### src/rtl/ram_pkg.sv
// Shared RAM geometry for ram_fifo_ctrl and its ram_4096 storage.
//   RAM_WIDTH : data word width
//   ADDR_SIZE : RAM address width (depth = 2**ADDR_SIZE)
//   DEPTH     : RAM depth in words
//   PTR_W     : FIFO pointer width (one extra wrap bit)
package ram_pkg;
    localparam int unsigned RAM_WIDTH = 64;
    localparam int unsigned ADDR_SIZE = 12;
    localparam int unsigned DEPTH     = 1 << ADDR_SIZE;
    localparam int unsigned PTR_W     = ADDR_SIZE + 1;
    localparam int unsigned AF_THRESH = 4032;
endpackage

### src/rtl/ram_fifo_ctrl_if.sv
// Push/pop stream bundle of ram_fifo_ctrl.
//   wr_valid/wr_ready/wr_data : producer -> FIFO push stream
//   rd_valid/rd_ready/rd_data : FIFO -> consumer pop stream
// slave modport is the FIFO side, master the producer/consumer side.
interface ram_fifo_ctrl_if #(
    parameter int unsigned WIDTH = ram_pkg::RAM_WIDTH
) ();
    logic             wr_valid;
    logic             wr_ready;
    logic [WIDTH-1:0] wr_data;
    logic             rd_valid;
    logic             rd_ready;
    logic [WIDTH-1:0] rd_data;

    modport slave (
        input  wr_valid, wr_data, rd_ready,
        output wr_ready, rd_valid, rd_data
    );

    modport master (
        output wr_valid, wr_data, rd_ready,
        input  wr_ready, rd_valid, rd_data
    );
endinterface

### src/rtl/ram_fifo_obuf.sv
// Two-entry output buffer holding prefetched RAM words.
//   clk, rst_n    : clock, async active-low reset
//   clear         : synchronous drop of all entries
//   capture       : write capture_data into the buffer this edge
//   rd_valid/rd_ready/rd_data : pop stream (rd_data = head)
//   count         : entries held, used as prefetch credit
module ram_fifo_obuf #(
    parameter int unsigned WIDTH = ram_pkg::RAM_WIDTH
) (
    input  logic             clk,
    input  logic             rst_n,
    input  logic             clear,
    input  logic             capture,
    input  logic [WIDTH-1:0] capture_data,
    input  logic             rd_ready,
    output logic             rd_valid,
    output logic [WIDTH-1:0] rd_data,
    output logic [1:0]       count
);
    logic [WIDTH-1:0] head;
    logic [WIDTH-1:0] tail;
    logic [1:0]       cnt;
    logic             pop;

    assign rd_valid = (cnt != 2'd0);
    assign rd_data  = head;
    assign count    = cnt;
    assign pop      = rd_valid && rd_ready && !clear;

    // head is only overwritten when a newer word moves in, so it keeps
    // the last popped value while the buffer is empty.
    always_ff @(posedge clk or negedge rst_n) begin
        if (!rst_n) begin
            head <= '0;
            tail <= '0;
            cnt  <= '0;
        end else if (clear) begin
            cnt <= '0;
        end else begin
            if (pop && cnt == 2'd2)
                head <= tail;
            if (capture) begin
                if (cnt == 2'd0 || (cnt == 2'd1 && pop))
                    head <= capture_data;
                else
                    tail <= capture_data;
            end
            cnt <= cnt + 2'(capture) - 2'(pop);
        end
    end
endmodule

### src/rtl/ram_fifo_ctrl.sv
// FIFO controller using ram_4096 (1-cycle read latency) as storage,
// with a 2-entry prefetch buffer in front of the consumer.
//   clk, rst_n  : clock, async active-low reset
//   flush       : synchronous clear of all contents
//   fifo        : push/pop streams (slave side)
//   level       : words held in RAM + in flight + buffer
//   almost_full : level >= AF_THRESH
//   ram_*       : ram_4096 write/read strobes, addresses and data
module ram_fifo_ctrl #(
    parameter int unsigned RAM_WIDTH = ram_pkg::RAM_WIDTH,
    parameter int unsigned ADDR_SIZE = ram_pkg::ADDR_SIZE,
    parameter int unsigned AF_THRESH = ram_pkg::AF_THRESH
) (
    input  logic                 clk,
    input  logic                 rst_n,
    input  logic                 flush,
    ram_fifo_ctrl_if.slave       fifo,
    output logic [ADDR_SIZE:0]   level,
    output logic                 almost_full,
    output logic [RAM_WIDTH-1:0] ram_data_in,
    output logic [ADDR_SIZE-1:0] ram_wr_address,
    output logic [ADDR_SIZE-1:0] ram_rd_address,
    output logic                 ram_write,
    output logic                 ram_read,
    input  logic [RAM_WIDTH-1:0] ram_data_out
);
    localparam int unsigned DEPTH = 1 << ADDR_SIZE;

    logic [ADDR_SIZE:0] wr_ptr;
    logic [ADDR_SIZE:0] rd_ptr;
    logic [ADDR_SIZE:0] ram_cnt;
    logic               inflight;
    logic [1:0]         buf_cnt;
    logic               wr_ready;
    logic               push;
    logic               pop;

    assign ram_cnt  = wr_ptr - rd_ptr;
    assign wr_ready = (ram_cnt != (ADDR_SIZE+1)'(DEPTH)) && !flush;
    assign push     = fifo.wr_valid && wr_ready;
    assign pop      = fifo.rd_valid && fifo.rd_ready && !flush;

    assign fifo.wr_ready  = wr_ready;
    assign ram_write      = push;
    assign ram_wr_address = wr_ptr[ADDR_SIZE-1:0];
    assign ram_data_in    = fifo.wr_data;

    // Credit counts both buffered words and the one still in the RAM
    // pipeline, so the buffer can never overflow.
    assign ram_read = (ram_cnt != '0) &&
                      (({1'b0, buf_cnt} + {2'b00, inflight}) < 3'd2) &&
                      !flush;
    assign ram_rd_address = rd_ptr[ADDR_SIZE-1:0];

    assign almost_full = (level >= (ADDR_SIZE+1)'(AF_THRESH));

    always_ff @(posedge clk or negedge rst_n) begin
        if (!rst_n) begin
            wr_ptr   <= '0;
            rd_ptr   <= '0;
            inflight <= 1'b0;
            level    <= '0;
        end else if (flush) begin
            wr_ptr   <= '0;
            rd_ptr   <= '0;
            inflight <= 1'b0;
            level    <= '0;
        end else begin
            wr_ptr   <= wr_ptr + (ADDR_SIZE+1)'(push);
            rd_ptr   <= rd_ptr + (ADDR_SIZE+1)'(ram_read);
            inflight <= ram_read;
            level    <= level + (ADDR_SIZE+1)'(push) - (ADDR_SIZE+1)'(pop);
        end
    end

    // flush drives the buffer's clear, which also discards an in-flight return.
    ram_fifo_obuf #(
        .WIDTH(RAM_WIDTH)
    ) u_obuf (
        .clk          (clk),
        .rst_n        (rst_n),
        .clear        (flush),
        .capture      (inflight),
        .capture_data (ram_data_out),
        .rd_ready     (fifo.rd_ready),
        .rd_valid     (fifo.rd_valid),
        .rd_data      (fifo.rd_data),
        .count        (buf_cnt)
    );
endmodule

### src/flat_wrapper.sv
// flat-port wrapper written by rule: the top's interface ports become plain ports
module ram_fifo_ctrl_flat 
#(
    parameter int unsigned RAM_WIDTH = ram_pkg::RAM_WIDTH,
    parameter int unsigned ADDR_SIZE = ram_pkg::ADDR_SIZE,
    parameter int unsigned AF_THRESH = ram_pkg::AF_THRESH
)
  (clk, rst_n, flush, level, almost_full, ram_data_in, ram_wr_address, ram_rd_address, ram_write, ram_read, ram_data_out, fifo_wr_valid, fifo_wr_data, fifo_rd_ready, fifo_wr_ready, fifo_rd_valid, fifo_rd_data);
  ram_fifo_ctrl_if #(.WIDTH((64))) fifo_i ();
  input  logic clk;
  input  logic rst_n;
  input  logic flush;
  output logic [ADDR_SIZE:0] level;
  output logic almost_full;
  output logic [RAM_WIDTH-1:0] ram_data_in;
  output logic [ADDR_SIZE-1:0] ram_wr_address;
  output logic [ADDR_SIZE-1:0] ram_rd_address;
  output logic ram_write;
  output logic ram_read;
  input  logic [RAM_WIDTH-1:0] ram_data_out;
  input wire logic [$bits(fifo_i.wr_valid)-1:0] fifo_wr_valid;
  input wire logic [$bits(fifo_i.wr_data)-1:0] fifo_wr_data;
  input wire logic [$bits(fifo_i.rd_ready)-1:0] fifo_rd_ready;
  output wire logic [$bits(fifo_i.wr_ready)-1:0] fifo_wr_ready;
  output wire logic [$bits(fifo_i.rd_valid)-1:0] fifo_rd_valid;
  output wire logic [$bits(fifo_i.rd_data)-1:0] fifo_rd_data;
  assign fifo_i.wr_valid = fifo_wr_valid;
  assign fifo_i.wr_data = fifo_wr_data;
  assign fifo_i.rd_ready = fifo_rd_ready;
  assign fifo_wr_ready = fifo_i.wr_ready;
  assign fifo_rd_valid = fifo_i.rd_valid;
  assign fifo_rd_data = fifo_i.rd_data;
  ram_fifo_ctrl #(.RAM_WIDTH(RAM_WIDTH), .ADDR_SIZE(ADDR_SIZE), .AF_THRESH(AF_THRESH)) u_core (.clk(clk), .rst_n(rst_n), .flush(flush), .fifo(fifo_i), .level(level), .almost_full(almost_full), .ram_data_in(ram_data_in), .ram_wr_address(ram_wr_address), .ram_rd_address(ram_rd_address), .ram_write(ram_write), .ram_read(ram_read), .ram_data_out(ram_data_out));
endmodule
### config.mk
export PLATFORM = sky130hd
export DESIGN_NAME = ram_fifo_ctrl_flat
export DESIGN_NICKNAME = d
export VERILOG_FILES = /design/src/rtl/ram_pkg.sv /design/src/rtl/ram_fifo_ctrl_if.sv /design/src/rtl/ram_fifo_obuf.sv /design/src/rtl/ram_fifo_ctrl.sv /design/src/flat_wrapper.sv
export SDC_FILE = /design/constraint.sdc
export NUM_CORES = 1
export LEC_CHECK = 0
export BUFFER_PORTS_ARGS = -buffer_cell sky130_fd_sc_hd__buf_2
export CELL_PAD_IN_SITES_DETAIL_PLACEMENT = 1
export CELL_PAD_IN_SITES_GLOBAL_PLACEMENT = 2
export CORE_UTILIZATION = 33
export DETAILED_ROUTE_END_ITERATION = 8
export PLACE_DENSITY = 0.78
export SLEW_MARGIN = 20
export SYNTH_ARGS = -nofsm -noshare
export SYNTH_HDL_FRONTEND = slang
export SYNTH_HIERARCHICAL = 1
export SYNTH_SLANG_ARGS = --single-unit
### constraint.sdc
create_clock -name clk -period 4.71 [get_ports clk]
set_input_delay 0.471 -clock clk [delete_from_list [all_inputs] [get_ports clk]]
set_output_delay 0.471 -clock clk [all_outputs]
set_load 0.05 [all_outputs]
### After elaboration in Yosys (flattened, before gate mapping)

Index checks and enable logic that the tools add are counted.

| storage, ports and cells | value |
|---|---|
| bits in read-only memories | 0 |
| latch bits | 0 |
| memories | 0 |
| input bits | 133 |
| RAM bits | 0 |
| output and inout bits | 170 |
| bits in registers | 170 |

| operators by class | value |
|---|---|
| muxes and demuxes | 8 |
| reductions and logical operators | 14 |
| bitwise gates (word level) | 2 |
| multipliers | 0 |
| shift operators | 0 |
| eq/ne operators | 3 |
| add/sub/neg operators | 8 |
| order comparisons | 2 |
| div/mod/pow operators | 0 |

Operator list:

| operator | number |
|---|---|
| 2-to-1 mux 64 bit | 3 |
| adder 13 x 1 -> 13 bit | 3 |
| 2-to-1 mux 13 bit | 3 |
| >= comparator 13 x 12 -> 1 bit (second input constant) | 1 |
| != test 13 bit (second input constant) | 1 |
| nonzero test 13 bit | 1 |
| subtractor 13 x 1 -> 13 bit | 1 |
| subtractor 13 bit | 1 |
| logical AND 1 bit | 8 |
| adder 2 x 1 -> 3 bit | 1 |
| < comparator 3 x 2 -> 1 bit (second input constant) | 1 |
| AND reduction 3 bit | 1 |
| adder 2 x 1 -> 2 bit | 1 |
| == test 2 x 1 -> 1 bit (second input constant) | 1 |
| == test 2 bit (second input constant) | 1 |
| logical NOT 2 bit | 1 |
| 2-to-1 mux 2 bit | 1 |
| NOT 1 bit | 2 |
| nonzero test 2 bit | 1 |
| subtractor 2 x 1 -> 2 bit | 1 |
| logical NOT 1 bit | 1 |
| logical OR 1 bit | 1 |
| 2-to-1 mux 1 bit | 1 |

### Depth between registers and ports, before layout

| depth | value |
|---|---|
| depth in word-level cells | 7 |
| gate-level depth with buffers | 18 |

### Cells and area by module

The synthesis kept the hierarchy.

By module, submodules not included:

| module | times used | area an instance (um2) | cells each | sequential area each (um2) |
|---|---|---|---|---|
| ram_fifo_obuf | 1 | 5888.1 | 381 | 3253.1 |
| ram_fifo_ctrl | 1 | 3662.3 | 416 | 1001.0 |

### Worst setup path after synthesis

No wires, ideal clock.

| timing | value |
|---|---|
| path kind | flip-flop to flip-flop |
| start point | register u_core.wr_ptr[7] |
| end point | register u_core.level[12] |
| arrival | 3.907 ns |
| slack | 0.678 ns |
| required time | 4.585 ns |
| cell stages (with the launch flop) | 18 |
| cell sequence | dfrtp_1 -> ha_1 -> a21o_1 -> and2_1 -> or2_0 -> o211ai_1 -> a211oi_2 -> a31o_1 -> ha_1 -> inv_1 -> ha_1 -> fa_1 -> a21oi_1 -> o221ai_1 -> a31o_2 -> a21oi_1 -> a21oi_1 -> mux2_2 |

| between the ends | value |
|---|---|
| longest elaborated chain between the ends | 7 |

RTL lines:

| item | line | RTL |
|---|---|---|
| start, declared | ram_fifo_ctrl.sv:29 | `logic [ADDR_SIZE:0] wr_ptr;` |
| start signal, assigned | ram_fifo_ctrl.sv:69 | `wr_ptr <= wr_ptr + (ADDR_SIZE+1)'(push);` |
| subtractor 13 bit | ram_fifo_ctrl.sv:38 | `assign ram_cnt = wr_ptr - rd_ptr;` |
| != test 13 bit | ram_fifo_ctrl.sv:39 | `assign wr_ready = (ram_cnt != (ADDR_SIZE+1)'(DEPTH)) && !flush;` |
| logical AND 1 bit | ram_fifo_ctrl.sv:39 |  |
| logical AND 1 bit | ram_fifo_ctrl.sv:40 | `assign push = fifo.wr_valid && wr_ready;` |
| adder 13 x 1 -> 13 bit | ram_fifo_ctrl.sv:72 | `level <= level + (ADDR_SIZE+1)'(push) - (ADDR_SIZE+1)'(pop);` |
| subtractor 13 x 1 -> 13 bit | ram_fifo_ctrl.sv:72 |  |
| 2-to-1 mux 13 bit | ram_fifo_ctrl.sv:63 | `end else if (flush) begin` |
| end signal, assigned | ram_fifo_ctrl.sv:72 |  |
| end, declared | ram_fifo_ctrl.sv:18 | `output logic [ADDR_SIZE:0] level,` |

No other way between the ends.
A chain may end at the register's enable or synchronous reset.

### Final worst setup path

Same ends and word-level chain as after synthesis.

==> results.sh <==
export IMPL_p_sw_share_pct=44.71
export IMPL_cts_hold_buf=0
export IMPL_core_mm2=0.02816
export IMPL_overflow=0
export IMPL_root_buffer="clkbuf_16"
export IMPL_tritoncts="done"
export IMPL_net_switching_power_mw=3.512
export IMPL_rows=61
export IMPL_fin_cells=1262
export IMPL_syn_num_nets=970
export IMPL_grt_pass1_vias=6966
export IMPL_ant_nets=0
export IMPL_grt_max_degree=88
export IMPL_startpoint="u_core/wr_ptr[7]"
export IMPL_path_max_fanout=6
export IMPL_outcome="finished, final reports clean"
export IMPL_p_per_area_mw_per_mm2=736.4
export IMPL_hp_class="in2async"
export IMPL_pwr_share_seq_pct=30.9
export IMPL_fin_crit_sh_pct=95.22
export IMPL_ys_async_sr_fraction_pct=100.0
export IMPL_viasPerCell=5.200
export IMPL_synth_avg_cell_area_um2=11.98
export IMPL_synth_edf_count=0
export IMPL_arrival_ps=4800
export IMPL_ir_drop_v=0.0003474
export IMPL_synth_flop_cell="dfrtp_1"
export IMPL_synth_cells=797
export IMPL_hold_viol=0
export IMPL_seq_area_frac_synth_pct=44.54
export IMPL_die_area_mm2=0.02963
export IMPL_synth_area_leader_cell="dfrtp_1"
export IMPL_syn_area_mm2=0.009550
export IMPL_finalClockSkew_ps=14.78
export IMPL_relSlewSlack_pct=31.91
export IMPL_dp_cells=1225
export IMPL_port_buffer_count=174
export IMPL_grt_total_usage_pct=17.15
export IMPL_start_util_pct=33.91
export IMPL_grt_setup_unrepaired="false"
export IMPL_final_common_cell="buf_2"
export IMPL_finalSetupViolCount=0
export IMPL_yosysWarnings=6
export IMPL_clkTransAtPathRegs_ps=80
export IMPL_cp_end_kind="flip-flop"
export IMPL_wl_um=24800
export IMPL_min_period_ps=4485
export IMPL_cap_violations=0
export IMPL_clkPwrFrac_pct=18.1
export IMPL_fin_setup_tns_ps=0
export IMPL_maxSlewViolCount=0
export IMPL_die_y_um=172.1
export IMPL_pin_count=303
export IMPL_drtIter0Drc=431
export IMPL_drc_errors=0
export IMPL_antenna_found_initial=2
export IMPL_detail_route_wl_per_cell_um=19.65
export IMPL_share_comb_of_total_power_pct=51.1
export IMPL_gp_congestion=0.7909
export IMPL_final_layout_size_suffix_gt1_share_pct=40.96
export IMPL_leakage_nw=5.088
export IMPL_clock_sinks=170
export IMPL_max_clock_path_buffers=2
export IMPL_synth_seq_cells=170
export IMPL_fin_nets=1040
export IMPL_ys_top_cells_by_area="dfrtp_1 (45%), mux2_4 (9.6%), o221a_2 (7.5%), buf_4 (6.9%), a211o_1 (6.1%)"
export IMPL_start_kind="flip-flop"
export IMPL_crit_type="reg2reg"
export IMPL_dpl_hpwl_um=15770
export IMPL_htree_levels=4
export IMPL_grt_first_pass_wirelength_um=39260
export IMPL_via_count=6563
export IMPL_cp_data_required_time_ps=5030
export IMPL_dr_pass1_iters=4
export IMPL_layout_common_cells="buf_2 (173), dfrtp_1 (170), a211o_1 (67)"
export IMPL_areaGrowthSynthToFinish_pct=11.70
export IMPL_clk_latency_ps=440
export IMPL_cts_made_buffers=17
export IMPL_die_x_um=172.1
export IMPL_synth_cell_types=63
export IMPL_r2r_start="u_core/wr_ptr[7]"
export IMPL_fmax_mhz=223.0
export IMPL_p_int_mw=4.344
export IMPL_synth_top_cell_area_share_pct=44.54
export IMPL_worst_pin_slew_ps=1020
cell type report:
class,instances,area [um2]
sequential,170,4254
inverter,36,135.1
clock inverter,14,153.9
clock buffer,17,425.4
antenna,5,12.51
timing repair buffer,183,957.2
tap,378,473.0
fill,3084,17500
multi-input combinational,459,4257
power groups by stage:
stage,Combinational [mW],Sequential (mW),Clock (mW)
2_1_floorplan,2.35,3.38,0
3_3_place_gp,3.95,2.41,0
3_5_place_dp,3.99,2.46,0
4_1_cts,4.03,2.43,1.47
5_1_grt,4.32,2.50,1.53
6_report,4.01,2.42,1.42
sequential cells by signal, indices dropped and copies added (netlist names):
name                   count
u_core/u_obuf/rd_data     64
u_core/u_obuf/tail        64
u_core/level              13
u_core/rd_ptr             13
u_core/wr_ptr             13
u_core/u_obuf/count        2
u_core/inflight            1
worst paths after layout:
check | end | slack (ps) | depth (start not counted)
worst max-delay path | u_core/level[12] | 230 | 17
worst min-delay path | u_core/u_obuf/rd_data[58] | 90 | 1
worst max register to register | u_core/level[12] | 230 | 17
worst min register to register | u_core/u_obuf/tail[2] | 490 | 1
max in group asynchronous | u_core/u_obuf/tail[4] | 3630 | 2
min in group clk | u_core/u_obuf/tail[63] | 270 | 2
critical path: stages, from the launching register on:
cell and delay [ps]:
dfrtp_1 460, ha_1 390, a21o_1 220, and2_1 170, or2_0 230, o211ai_1 320, a211oi_2 140, a31o_1 250
ha_1 270, inv_1 40, ha_1 200, fa_1 420, a21oi_2 210, o221ai_1 180, a31o_2 270, a21oi_1 220
a21oi_1 100, mux2_2 270
Yosys cell counts (4+ instances only):
| cell type | n |
|---|---|
| a211o_1 | 67 |
| a211oi_1 | 4 |
| a21o_1 | 5 |
| a21oi_1 | 16 |
| and3_1 | 5 |
| buf_2 | 13 |
| buf_4 | 88 |
| buf_6 | 14 |
| clkbuf_1 | 16 |
| dfrtp_1 | 170 |
| ha_1 | 39 |
| inv_1 | 34 |
| mux2_1 | 4 |
| mux2_4 | 61 |
| nand2_1 | 17 |
| nand3_1 | 13 |
| nand4_1 | 5 |
| nor2_1 | 41 |
| nor2b_1 | 12 |
| o211ai_1 | 4 |
| o21a_1 | 5 |
| o21ai_0 | 7 |
| o221a_2 | 64 |
| or3_1 | 5 |
| xnor2_1 | 16 |
| xor2_1 | 16 |
layer usage:
layer  vias to the layer above  GRT usage (%)  wire, um
li1                       2991              -         -
met5                         -              0        13
met2                       173          27.93     11670
met4                         2          4.733       267
met3                        20          3.937      1276
met1                      3377          22.71     11570
logic make-up after synthesis:
family / count (synthesis) / synth area share [%]
and+or+nand+nor: 125 / 6.983
xor gates and xnor gates: 32 / 2.935
muxes: 68 / 10.40
DFF: 170 / 44.54
buffers and inverters: 168 / 11.33
adders and majority gates: 40 / 5.319
AOI/OAI and AO/OA: 194 / 18.49
timing repair:
item                       CTS  global route
gates resized for setup      0             2
setup endpoints to repair    0             1
hold endpoints to repair     0             0
setup buffers                0             1
through the flow:
stage               area [um2]  worst slack, ps  utilization, %  hold WS, ps  power [mW]
floorplan                 9550            678.4               -        175.4       5.734
global placement         10060            391.2           35.72        473.9       6.361
detailed placement       10060            266.6           35.72        486.4       6.449
CTS                      10640            154.4           37.78        143.4       7.927
global route             10660            7.045           37.84        162.9       8.348
finish                   10670            225.3           37.88        88.83       7.856
Power figures use the tool's default switching activity.
